### src/rtl/uart_tx_frm.sv
// UART transmit framer: start, LSB-first data, optional parity, stop bit(s).
// Define UART_TX_TWO_STOP_EN for two stop bits (default is one).
module uart_tx_frm #(
    parameter int DATA_WIDTH   = 8,
    parameter int CLKS_PER_BIT = 16
) (
    input  logic                  i_clk,
    input  logic                  i_rst,
    input  logic                  i_data_valid,
    input  logic [DATA_WIDTH-1:0] i_p_data,
    input  logic                  i_par_en,
    input  logic                  i_par_typ,
    output logic                  o_tx_out,
    output logic                  o_busy,
    output logic                  o_done
);

    localparam int CW = $clog2(CLKS_PER_BIT);
    localparam int IW = $clog2(DATA_WIDTH);

    typedef enum logic [2:0] {
        S_IDLE,
        S_START,
        S_DATA,
        S_PARITY,
        S_STOP
    } state_t;

    state_t                r_state, w_state;
    logic [CW-1:0]         r_cnt, w_cnt;
    logic [IW-1:0]         r_idx, w_idx;
    logic [DATA_WIDTH-1:0] r_data, w_data;
    logic                  r_par_en, w_par_en;
    logic                  r_par_bit, w_par_bit;
    logic                  r_tx, w_tx;
    logic                  r_busy, w_busy;
    logic                  r_done, w_done;
    logic                  w_bit_end;
    logic                  w_last_idx;
`ifdef UART_TX_TWO_STOP_EN
    logic                  r_stop2, w_stop2;
`endif

    assign w_bit_end  = (r_cnt == CW'(CLKS_PER_BIT - 1));
    assign w_last_idx = (r_idx == IW'(DATA_WIDTH - 1));

    always_comb begin
        w_state   = r_state;
        w_cnt     = r_cnt;
        w_idx     = r_idx;
        w_data    = r_data;
        w_par_en  = r_par_en;
        w_par_bit = r_par_bit;
        w_tx      = r_tx;
        w_busy    = r_busy;
        w_done    = 1'b0;
`ifdef UART_TX_TWO_STOP_EN
        w_stop2   = r_stop2;
`endif
        if (r_state != S_IDLE) begin
            w_cnt = w_bit_end ? '0 : r_cnt + CW'(1);
        end
        unique case (r_state)
            S_IDLE: begin
                w_tx   = 1'b1;
                w_busy = 1'b0;
                if (i_data_valid) begin
                    w_state   = S_START;
                    w_cnt     = '0;
                    w_idx     = '0;
                    w_data    = i_p_data;
                    w_par_en  = i_par_en;
                    // odd parity is the inverse of the data XOR
                    w_par_bit = (^i_p_data) ^ i_par_typ;
                    w_tx      = 1'b0;
                    w_busy    = 1'b1;
                end
            end
            S_START: begin
                if (w_bit_end) begin
                    w_state = S_DATA;
                    w_tx    = r_data[0];
                end
            end
            S_DATA: begin
                if (w_bit_end) begin
                    if (!w_last_idx) begin
                        w_idx = r_idx + IW'(1);
                        w_tx  = r_data[r_idx + IW'(1)];
                    end else if (r_par_en) begin
                        w_state = S_PARITY;
                        w_tx    = r_par_bit;
                    end else begin
                        w_state = S_STOP;
                        w_tx    = 1'b1;
                    end
                end
            end
            S_PARITY: begin
                if (w_bit_end) begin
                    w_state = S_STOP;
                    w_tx    = 1'b1;
                end
            end
            S_STOP: begin
                if (w_bit_end) begin
`ifdef UART_TX_TWO_STOP_EN
                    if (!r_stop2) begin
                        w_stop2 = 1'b1;
                    end else begin
                        w_stop2 = 1'b0;
                        w_state = S_IDLE;
                        w_busy  = 1'b0;
                        w_done  = 1'b1;
                    end
`else
                    w_state = S_IDLE;
                    w_busy  = 1'b0;
                    w_done  = 1'b1;
`endif
                end
            end
            default: begin
                w_state = S_IDLE;
                w_tx    = 1'b1;
                w_busy  = 1'b0;
            end
        endcase
    end

    always_ff @(posedge i_clk or negedge i_rst) begin
        if (!i_rst) begin
            r_state   <= S_IDLE;
            r_cnt     <= '0;
            r_idx     <= '0;
            r_data    <= '0;
            r_par_en  <= 1'b0;
            r_par_bit <= 1'b0;
            r_tx      <= 1'b1;
            r_busy    <= 1'b0;
            r_done    <= 1'b0;
`ifdef UART_TX_TWO_STOP_EN
            r_stop2   <= 1'b0;
`endif
        end else begin
            r_state   <= w_state;
            r_cnt     <= w_cnt;
            r_idx     <= w_idx;
            r_data    <= w_data;
            r_par_en  <= w_par_en;
            r_par_bit <= w_par_bit;
            r_tx      <= w_tx;
            r_busy    <= w_busy;
            r_done    <= w_done;
`ifdef UART_TX_TWO_STOP_EN
            r_stop2   <= w_stop2;
`endif
        end
    end

    assign o_tx_out = r_tx;
    assign o_busy   = r_busy;
    assign o_done   = r_done;

endmodule
### config.mk
export PLATFORM = sky130hd
export DESIGN_NAME = uart_tx_frm
export DESIGN_NICKNAME = d
export VERILOG_FILES = /design/src/rtl/uart_tx_frm.sv
export SDC_FILE = /design/constraint.sdc
export NUM_CORES = 1
export LEC_CHECK = 0
export BUFFER_PORTS_ARGS = -buffer_cell sky130_fd_sc_hd__buf_2
export CORE_MARGIN = 5
export CORE_UTILIZATION = 38
export DETAILED_ROUTE_END_ITERATION = 12
export HOLD_SLACK_MARGIN = 0.02
export PLACE_DENSITY = 0.67
export SETUP_SLACK_MARGIN = 0.15
export SYNTH_ARGS = -nofsm -noshare
export SYNTH_HDL_FRONTEND = slang
export SYNTH_SLANG_ARGS = --single-unit
export TNS_END_PERCENT = 30
### constraint.sdc
create_clock -name i_clk -period 5.4 [get_ports i_clk]
set_input_delay 0.54 -clock i_clk [delete_from_list [all_inputs] [get_ports i_clk]]
set_output_delay 0.54 -clock i_clk [all_outputs]
set_load 0.1 [all_outputs]
==> flow_summary_export.csv, run 1 <==
group,metric,value,unit
synth,synth.ff_latch_count,23,
route,drc,0,
timing,relSlewSlack,66.4,%
synth,syn_avg_cell_area,11.0,um2
worst_setup_path,cp_max_fo,6,
synth,synth_warnings,0,
synth,synth_edf_count,0,
place,io_buffers,15,
synth,synthArstFlopShare,100,%
floorplan,rows,20,
worst_setup_path,endpoint_kind,"flip-flop",
synth,synth_most_common_cell,"dfrtp_1",
route,via_per_inst,5.32,
timing,fmax,533,MHz
grt,grt_start_max_net_pins,24,
power_and_ir_drop,p_int,0.210,mW
worst_setup_path,startpoint_type,"flip-flop",
floorplan,dieArea,4460,um2
timing,fin_crit_sh,34.7,%
power_and_ir_drop,switching_share,22.9,%
route,postRouteAntennaNets,0,
power_and_ir_drop,p_sw,0.0623,mW
worst_setup_path,r2r_cells,6,
timing,fin_hold_ws,0.173,ns
synth,synthFlopType,"dfrtp_1",
floorplan,start_util,39.8,%
timing,finalClockSkew,0.00283,ns
route,drt-met1-wl,1.10,mm
final_layout,final_nets,142,
synth,synthCells,111,
synth,synth_top_area_share,44.9,%
timing,drv_slew,0,
place,gp_congestion,0.852,
final_layout,final_util,43.9,%
place,placed_area,1320,um2
floorplan,core,3080,um2
route,wl_met3,133,um
synth,ys_seq_area_share,47.0,%
worst_setup_path,cp.required,5.65,ns
timing,tightestPinTransition,0.505,ns
route,wl_met2,1.04,mm
power_and_ir_drop,pwr-share-seq,63.2,%
timing,setup_tns,0,ns
route,highest_layer,"met4",
clock_network,cts_resized,0,
route,wl_per_cell,13.6,um
synth,netlist_top_cells_area,"dfrtp_1 (45%), mux2_2 (8.3%), xnor2_1 (5.0%)",
synth,synthTopCellsByCount,"dfrtp_1 (22), mux2_2 (9), nand2_1 (8)",
power_and_ir_drop,p_total,0.272,mW
synth,synth_nets,127,
power_and_ir_drop,power_density,202,nW/um2
clock_network,postCtsHoldBufs,0,
timing,rsz0062_at_grt,"no",
hold_path,hold_path_class,"in2async",
place,hpwl,1.74,mm
route,detailedRoute.firstPassIterationCount,4,
grt,antenna_found_initial,0,
power_and_ir_drop,leakagePower,0.623,nW
grt,track_usage,11.4,%
power_and_ir_drop,clock_power_share,29.3,%
final_layout,final-instance-count-excl-fill,169,
worst_setup_path,worstPathArrival,2.12,ns
grt,grt_pass1_vias,877,
timing,period_minus_slack,1.88,ns
run_status,status,"finished, final reports clean",
worst_setup_path,worstSetupPathType,"reg2reg",
timing,setup_violations,0,
power_and_ir_drop,comb_power_share,7.5,%
synth,synth_top_cell_by_area,"dfrtp_1",
clock_network,clock_sinks,23,
final_layout,drive_above_1_share,26.4,%
final_layout,num-fill-cells,300,
job,max_cap_viol_count,0,
route,drt_iter0_drc,41,
grt,grt_pass1_wl,3.94,mm
floorplan,die_w,66.8,um
clock_network,cts_tree,"done",
timing,final_hold_viol_count,0,
power_and_ir_drop,peakVddDrop,0.184,mV
floorplan,die_y,66.8,um
clock_network,cts_buffer_depth,2,
clock_network,cts_root_buffer,"clkbuf_4",
synth,synth_cell_types,40,
synth,netlist_area,1230,um2
final_layout,antennaDiodeCount,0,
place,dp.cells,165,
final_layout,area_delta_synth_final,10.2,%
timing,fin_ws,3.52,ns
route,drt-total-wl,2.29,mm
clock_network,cts_buffers,3,
place,pre_cts_ws,3.53,ns
route,num_vias,899,
clock_network,clock_latency,0.31,ns
clock_network,postCtsSetupRepairBufs,0,
clock_network,cts_max_level,1,
clock_network,clk_pin_slew_worst_paths,0.13,ns
floorplan,io_pins,16,
final_layout,postLayoutCellArea,1350,um2
grt,grt_overflow_total,0,
[per-layer routing]
metal	track usage [%]	vias up
met3	4.55	4
met1	15.1	433
li1	-	436
met2	17.6	26
met4	2.03	0
met5	0	-
[state kept, by name (all words and copies together), names as in the netlist]
signal,cells
r_data,8
r_cnt,4
r_idx,3
r_state,3
o_busy,1
o_done,1
o_tx_out,1
r_par_bit,1
r_par_en,1
[critical path, cell delays in order (launching register included)]
cell,delay (ns)
dfrtp_1,0.48
ha_1,0.25
ha_1,0.35
mux4_2,0.31
or2_0,0.21
a31oi_1,0.13
o21ai_1,0.09
[final cells by class]
class,count,area [um2],area share (%)
inverters,3,11.3,0.833
clock inverters,1,5.00,0.370
clock buffers,3,22.5,1.67
repair buffers,15,75.1,5.56
flip-flops and latches,23,577,42.7
well taps,44,55.1,4.07
multi-input cells,80,606,44.8
[final timing paths]
check | from | endpoint | slack [ns]
worst max-delay path | r_idx[0]$_DFFE_PN0P_ | o_tx_out$_DFFE_PN1P_ | 3.52
worst min-delay path | i_rst | r_cnt[3]$_DFF_PN0_ | 0.17
worst max register to register | r_idx[0]$_DFFE_PN0P_ | o_tx_out$_DFFE_PN1P_ | 3.52
worst min register to register | r_par_bit$_DFFE_PN0P_ | r_par_bit$_DFFE_PN0P_ | 0.50
max in group asynchronous | i_rst | o_tx_out$_DFFE_PN1P_ | 4.87
min in group i_clk | i_par_en | r_par_en$_DFFE_PN0P_ | 0.44
[layout by cell type, fill, tap and decap left out, drive strengths merged, types with 3 or more instances in the layout]
master / n
buf: 15
a31oi: 3
xnor2: 7
ha: 3
dfrtp: 22
clkbuf: 3
inv: 3
mux2: 10
nand2: 8
a21oi: 3
and3: 3
nor2: 6
nand4: 3
o31ai: 4
o21ai: 7
[power by group through the flow]
stage / clock [mW] / sequential (mW) / combinational, mW
6_report: 0.0797 / 0.172 / 0.0204
5_1_grt: 0.0900 / 0.172 / 0.0231
4_1_cts: 0.0822 / 0.172 / 0.0211
3_5_place_dp: 0 / 0.176 / 0.0211
3_3_place_gp: 0 / 0.176 / 0.0208
2_1_floorplan: 0 / 0.176 / 0.0107
[kinds of logic after synthesis]
family,count (synthesis),share of synthesized area [%]
AND/OR/NAND/NOR,31,14.7
adder cells (fa/ha/maj),3,3.06
XOR/XNOR,8,5.71
AO/OA/AOI/OAI,25,13.3
flip-flops,23,47.0
buffers and inverters,8,3.57
multiplexers,13,12.7
Note: power is estimated with default switching activity, not from simulation.
==> inputs of run 2 (changes only) <==
PLACE_DENSITY = 0.7   (was 0.67)
clock period = 1.7 ns   (was 5.4 ns; I/O delays follow)
==> flow_summary_export.csv, run 2 (synthesis gave the netlist of run 1 again) <==
group,metric,value,unit
run_status,status,"finished, final reports clean",
place,hpwl,1.81,mm
timing,fmax,606,MHz
power_and_ir_drop,comb_power_share,7.8,%
floorplan,dieArea,4460,um2
route,drt-total-wl,2.34,mm
worst_setup_path,worstSetupPathType,"reg2reg",
power_and_ir_drop,p_sw,0.186,mW
final_layout,regMostFlops,"r_data",
worst_setup_path,r2r_cells,6,
route,drt_iter0_drc,54,
hold_path,worstHoldEndpoint,"r_par_en$_DFFE_PN0P_",
route,num_vias,905,
timing,fin_crit_sh,97.0,%
timing,rsz0062_at_grt,"yes",
timing,drv_slew,0,
place,gp_congestion,0.829,
clock_network,cts_root_buffer,"clkbuf_4",
worst_setup_path,worstPathArrival,1.89,ns
final_layout,drive_above_1_share,34.6,%
clock_network,cts_max_level,1,
grt,antenna_found_initial,0,
clock_network,cts_tree,"done",
route,postRouteAntennaNets,0,
worst_setup_path,r2r-start,"r_idx[0]$_DFFE_PN0P_",
timing,final_hold_viol_count,0,
power_and_ir_drop,peakVddDrop,0.358,mV
timing,relSlewSlack,66.2,%
power_and_ir_drop,clock_power_share,28.4,%
power_and_ir_drop,pwr-share-seq,63.8,%
hold_path,min_from,"i_par_en",
grt,grt_pass1_wl,3.99,mm
job,max_cap_viol_count,0,
floorplan,start_util,39.8,%
place,io_buffers,15,
floorplan,rows,20,
floorplan,die_w,66.8,um
final_layout,postLayoutCellArea,1450,um2
final_layout,area_delta_synth_final,18.0,%
timing,period_minus_slack,1.65,ns
final_layout,seq_area,579,um2
final_layout,antennaDiodeCount,0,
grt,grt_pass1_vias,937,
final_layout,largest_reg_flops,8,
grt,grt_start_max_net_pins,24,
power_and_ir_drop,leakagePower,0.655,nW
floorplan,core,3080,um2
final_layout,reg_top3,"r_data (8), r_cnt (4)",
timing,finalClockSkew,0.00405,ns
worst_setup_path,reg2reg_slack,0.05,ns
route,detailedRoute.firstPassIterationCount,4,
final_layout,layout_commonest_cell,"dfrtp_1",
hold_path,whs_path_depth,2,
final_layout,final_nets,150,
route,drc,0,
final_layout,num-fill-cells,299,
worst_setup_path,rr_endpoint,"o_tx_out$_DFFE_PN1P_",
floorplan,die_y,66.8,um
clock_network,cts_buffers,3,
timing,setup_violations,0,
grt,track_usage,11.8,%
final_layout,multi_input_area,637,um2
worst_setup_path,cp.required,1.94,ns
power_and_ir_drop,p_int,0.672,mW
worst_setup_path,cp_max_fo,4,
route,via_per_inst,5.11,
clock_network,cts_buffer_depth,2,
route,wl_per_cell,13.2,um
hold_path,hold_path_class,"in2reg",
power_and_ir_drop,power_density,593,nW/um2
worst_setup_path,startpoint_type,"flip-flop",
timing,tightestPinTransition,0.507,ns
worst_setup_path,endpoint_kind,"flip-flop",
grt,grt_overflow_total,0,
power_and_ir_drop,switching_share,21.6,%
clock_network,clock_latency,0.30,ns
clock_network,clock_sinks,23,
clock_network,clk_pin_slew_worst_paths,0.12,ns
timing,setup_tns,0,ns
final_layout,final_cell_mix,"dfrtp_1 (20), buf_2 (15), mux2_2 (9)",
place,placed_area,1390,um2
floorplan,io_pins,16,
-- run 2: changes by cell type in the layout (fill, tap and decap cells not counted), moves of 2 or more --
cell / previous run / this run
dfrtp_1: 22 / 20
ha_4: 0 / 2
dfrtp_2: 0 / 2
buf_4: 0 / 7
ha_1: 3 / 0
-- run 2: worst max-delay path by stage --
| stage | startpoint | end | slack (ns) | depth (start not counted) |
|---|---|---|---|---|
| floorplan | r_idx[0]$_DFFE_PN0P_ | o_tx_out$_DFFE_PN1P_ | 0.08 | 6 |
| global placement | r_idx[0]$_DFFE_PN0P_ | o_tx_out$_DFFE_PN1P_ | 0.1 | 6 |
| detailed placement | r_idx[1]$_DFFE_PN0P_ | o_tx_out$_DFFE_PN1P_ | 0.05 | 6 |
| CTS | r_idx[0]$_DFFE_PN0P_ | o_tx_out$_DFFE_PN1P_ | 0.04 | 6 |
| global route | r_idx[1]$_DFFE_PN0P_ | o_tx_out$_DFFE_PN1P_ | -0.06 | 6 |
| finish | r_idx[0]$_DFFE_PN0P_ | o_tx_out$_DFFE_PN1P_ | 0.05 | 6 |
-- run 2: routing by layer --
metal  share of wire (%)  track usage [%]  up-vias
met5                   0                0        -
met4                0.43             4.57        0
met3                 4.0             2.19        2
met2                  48             18.9       19
met1                  48             15.6      432
li1                    -                -      452
-- run 2: per-stage QoR --
stage	setup WS, ns	power (mW)	utilization [%]	cells	hold WS [ns]
2_1_floorplan	0.0785	0.591	-	111	-0.126
3_3_place_gp	0.0961	0.624	45.1	170	0.165
3_5_place_dp	0.0493	0.625	45.1	170	0.172
4_1_cts	0.0440	0.871	46.5	176	0.0746
5_1_grt	-0.0607	0.899	47.0	177	0.0735
6_report	0.0504	0.858	47.0	177	0.0826
-- run 2: layout make-up --
cell class / count / area share, %
Clock buffer: 4 / 1.82
Inverter: 3 / 0.779
Multi-Input combinational cell: 80 / 44.0
Sequential cell: 23 / 40.1
Tap cell: 44 / 3.81
Timing Repair Buffer: 23 / 9.52
-- run 2: timing repair --
action                                 in CTS  in global routing
setup endpoints to repair                   3                 16
setup buffers                               1                  1
endpoints found under the hold margin      22                  0
gates resized for setup                     0                  4
hold buffers                                1                  0
-- run 2: power by group through the flow --
stage | combinational, mW | clock, mW | sequential, mW
after floorplan | 0.0339 | 0 | 0.558
after global placement | 0.0661 | 0 | 0.557
after detailed placement | 0.0679 | 0 | 0.557
after CTS | 0.0697 | 0.254 | 0.547
after global routing | 0.0766 | 0.275 | 0.547
final | 0.0672 | 0.244 | 0.547
-- run 2: critical path: stages, from the launching register on --
cell	delay [ns]
dfrtp_2	0.44
ha_4	0.16
ha_4	0.27
mux4_2	0.28
or2_0	0.21
a31oi_1	0.13
o21ai_1	0.09
==> inputs of run 3 (changes only) <==
REMOVE_ABC_BUFFERS = 1   (was not set)
clock period = 1.45 ns   (was 1.7 ns; I/O delays follow)
==> flow_summary_export.csv, run 3 (synthesis gave the netlist of run 1 again) <==
group,metric,value,unit
run_status,status,"complete, but fails checks",
run_status,violations,"setup timing",
final_layout,reg_top3,"r_data (8), r_cnt (4)",
power_and_ir_drop,p_int,0.785,mW
final_layout,postLayoutCellArea,1660,um2
power_and_ir_drop,leakagePower,0.773,nW
worst_setup_path,cp_slowest_cell,"dfrtp_1",
hold_path,worstHoldEndpoint,"r_par_en$_DFFE_PN0P_",
worst_setup_path,r2r-start,"r_idx[0]$_DFFE_PN0P_",
clock_network,cts_buffers,3,
power_and_ir_drop,p_sw,0.246,mW
worst_setup_path,cp_max_fo,4,
power_and_ir_drop,pwr-share-seq,62.2,%
route,wl_per_cell,14.3,um
power_and_ir_drop,comb_power_share,8.0,%
worst_setup_path,cp.required,1.71,ns
floorplan,dieArea,4460,um2
final_layout,final_nets,162,
floorplan,start_util,39.8,%
final_layout,area_delta_synth_final,35.2,%
clock_network,cts_tree,"done",
timing,finalClockSkew,0.00430,ns
timing,period_minus_slack,1.65,ns
hold_path,hold_path_class,"in2reg",
route,detailedRoute.firstPassIterationCount,4,
timing,fin_crit_sh,114,%
timing,setup_tns,-0.201,ns
worst_setup_path,critPathTopFamily,"adder cells",
timing,relSlewSlack,64.7,%
floorplan,rows,20,
worst_setup_path,startpoint_type,"flip-flop",
final_layout,antennaDiodeCount,0,
final_layout,largest_reg_flops,8,
route,postRouteAntennaNets,0,
clock_network,clock_sinks,23,
timing,tightestPinTransition,0.529,ns
worst_setup_path,worstSetupPathType,"reg2reg",
route,num_vias,1000,
place,gp_congestion,0.814,
clock_network,clk_pin_slew_worst_paths,0.13,ns
place,io_buffers,15,
floorplan,die_y,66.8,um
hold_path,whs_path_depth,2,
route,drt-total-wl,2.70,mm
worst_setup_path,endpoint_kind,"flip-flop",
clock_network,clock_latency,0.32,ns
final_layout,regMostFlops,"r_data",
timing,setup_violations,1,
final_layout,layout_commonest_cell,"dfrtp_1",
floorplan,io_pins,16,
clock_network,cts_buffer_depth,2,
final_layout,drive_above_1_share,45.5,%
power_and_ir_drop,peakVddDrop,0.462,mV
timing,fmax,606,MHz
worst_setup_path,path_cells,"ha_2 > ha_4 > mux4_2 > or2_0 > a31oi_1 > o21ai_1",
worst_setup_path,crit_path_max_incr_delay,0.41,ns
grt,grt_pass1_wl,4.63,mm
job,max_cap_viol_count,0,
route,drc,0,
grt,grt_pass1_vias,1018,
route,via_per_inst,5.29,
power_and_ir_drop,clock_power_share,29.8,%
place,dp.cells,176,
floorplan,die_w,66.8,um
grt,grt_overflow_total,0,
worst_setup_path,rr_endpoint,"o_tx_out$_DFFE_PN1P_",
power_and_ir_drop,switching_share,23.9,%
worst_setup_path,r2r_cells,6,
place,hpwl,1.90,mm
worst_setup_path,path_buf_inv,0,
clock_network,cts_root_buffer,"clkbuf_4",
grt,track_usage,13.7,%
place,pre_cts_ws,-0.251,ns
timing,final_hold_viol_count,0,
final_layout,final_cell_mix,"dfrtp_1 (21), buf_4 (17), buf_2 (13)",
route,drt_iter0_drc,78,
timing,fin_ws,-0.201,ns
worst_setup_path,worstPathArrival,1.91,ns
worst_setup_path,reg2reg_slack,-0.20,ns
worst_setup_path,crit_path_start,"r_idx[0]$_DFFE_PN0P_",
floorplan,core,3080,um2
clock_network,cts_max_level,1,
hold_path,min_from,"i_par_en",
timing,rsz0062_at_grt,"yes",
grt,grt_start_max_net_pins,24,
timing,drv_slew,0,
final_layout,final-instance-count-excl-fill,189,
grt,antenna_found_initial,0,
place,placed_area,1410,um2
power_and_ir_drop,power_density,622,nW/um2
-- run 3: changes by cell type in the layout (fill, tap and decap cells not counted), sizes merged --
| cell | previous run | this run |
|---|---|---|
| clkinv | 0 | 1 |
| buf | 22 | 33 |
-- run 3: layer usage --
metal / global-route usage, % / part of all wire, % / vias up
met2: 22.9 / 48 / 37
li1: - / - / 473
met4: 4.82 / 1.6 / 0
met3: 2.53 / 4.3 / 6
met1: 17.6 / 47 / 484
met5: 0 / 0 / -
-- run 3: worst reg2reg max path, stage by stage (launching register included) --
cell     delay, ns
dfrtp_1       0.41
ha_2          0.20
ha_4          0.28
mux4_2        0.27
or2_0         0.20
a31oi_1       0.14
o21ai_1       0.09
-- run 3: what timing repair did --
action / 4_1_cts / 5_1_grt
setup endpoints to repair: 22 / 24
resized for setup: 14 / 24
pin swaps: 7 / 6
setup buffers: 1 / 7
endpoints found under the hold margin: 22 / 0
hold buffers: 1 / 0
-- run 3: stage by stage --
step	hold WS, ns	util [%]	power, mW
final	0.0382	53.9	1.03
after global routing	0.0248	53.9	1.07
after CTS	0.0370	49.4	1.04
after detailed placement	0.149	45.7	0.732
after global placement	0.134	45.7	0.730
after floorplan	-0.151	-	0.693
-- run 3: power groups by stage --
stage               registers [mW]  logic [mW]  clock network (mW)
floorplan                    0.654      0.0397                   0
global placement             0.654      0.0766                   0
detailed placement           0.654      0.0788                   0
CTS                          0.642      0.0819               0.315
global route                 0.642      0.0923               0.341
finish                       0.642      0.0822               0.308
-- run 3: layout make-up --
cell class / count / area (um2)
well taps: 44 / 55.1
multi-input cells: 80 / 734
repair buffers: 35 / 251
fillers: 270 / 1420
flip-flops and latches: 23 / 578
clock buffers: 3 / 22.5
inverters: 3 / 11.3
clock inverters: 1 / 5.00
-- run 3: worst max path at each step --
stage | end | depth (start not counted)
2_1_floorplan | o_tx_out$_DFFE_PN1P_ | 6
3_3_place_gp | o_tx_out$_DFFE_PN1P_ | 6
3_5_place_dp | o_tx_out$_DFFE_PN1P_ | 6
4_1_cts | o_tx_out$_DFFE_PN1P_ | 6
5_1_grt | o_tx_out$_DFFE_PN1P_ | 6
6_report | o_tx_out$_DFFE_PN1P_ | 6
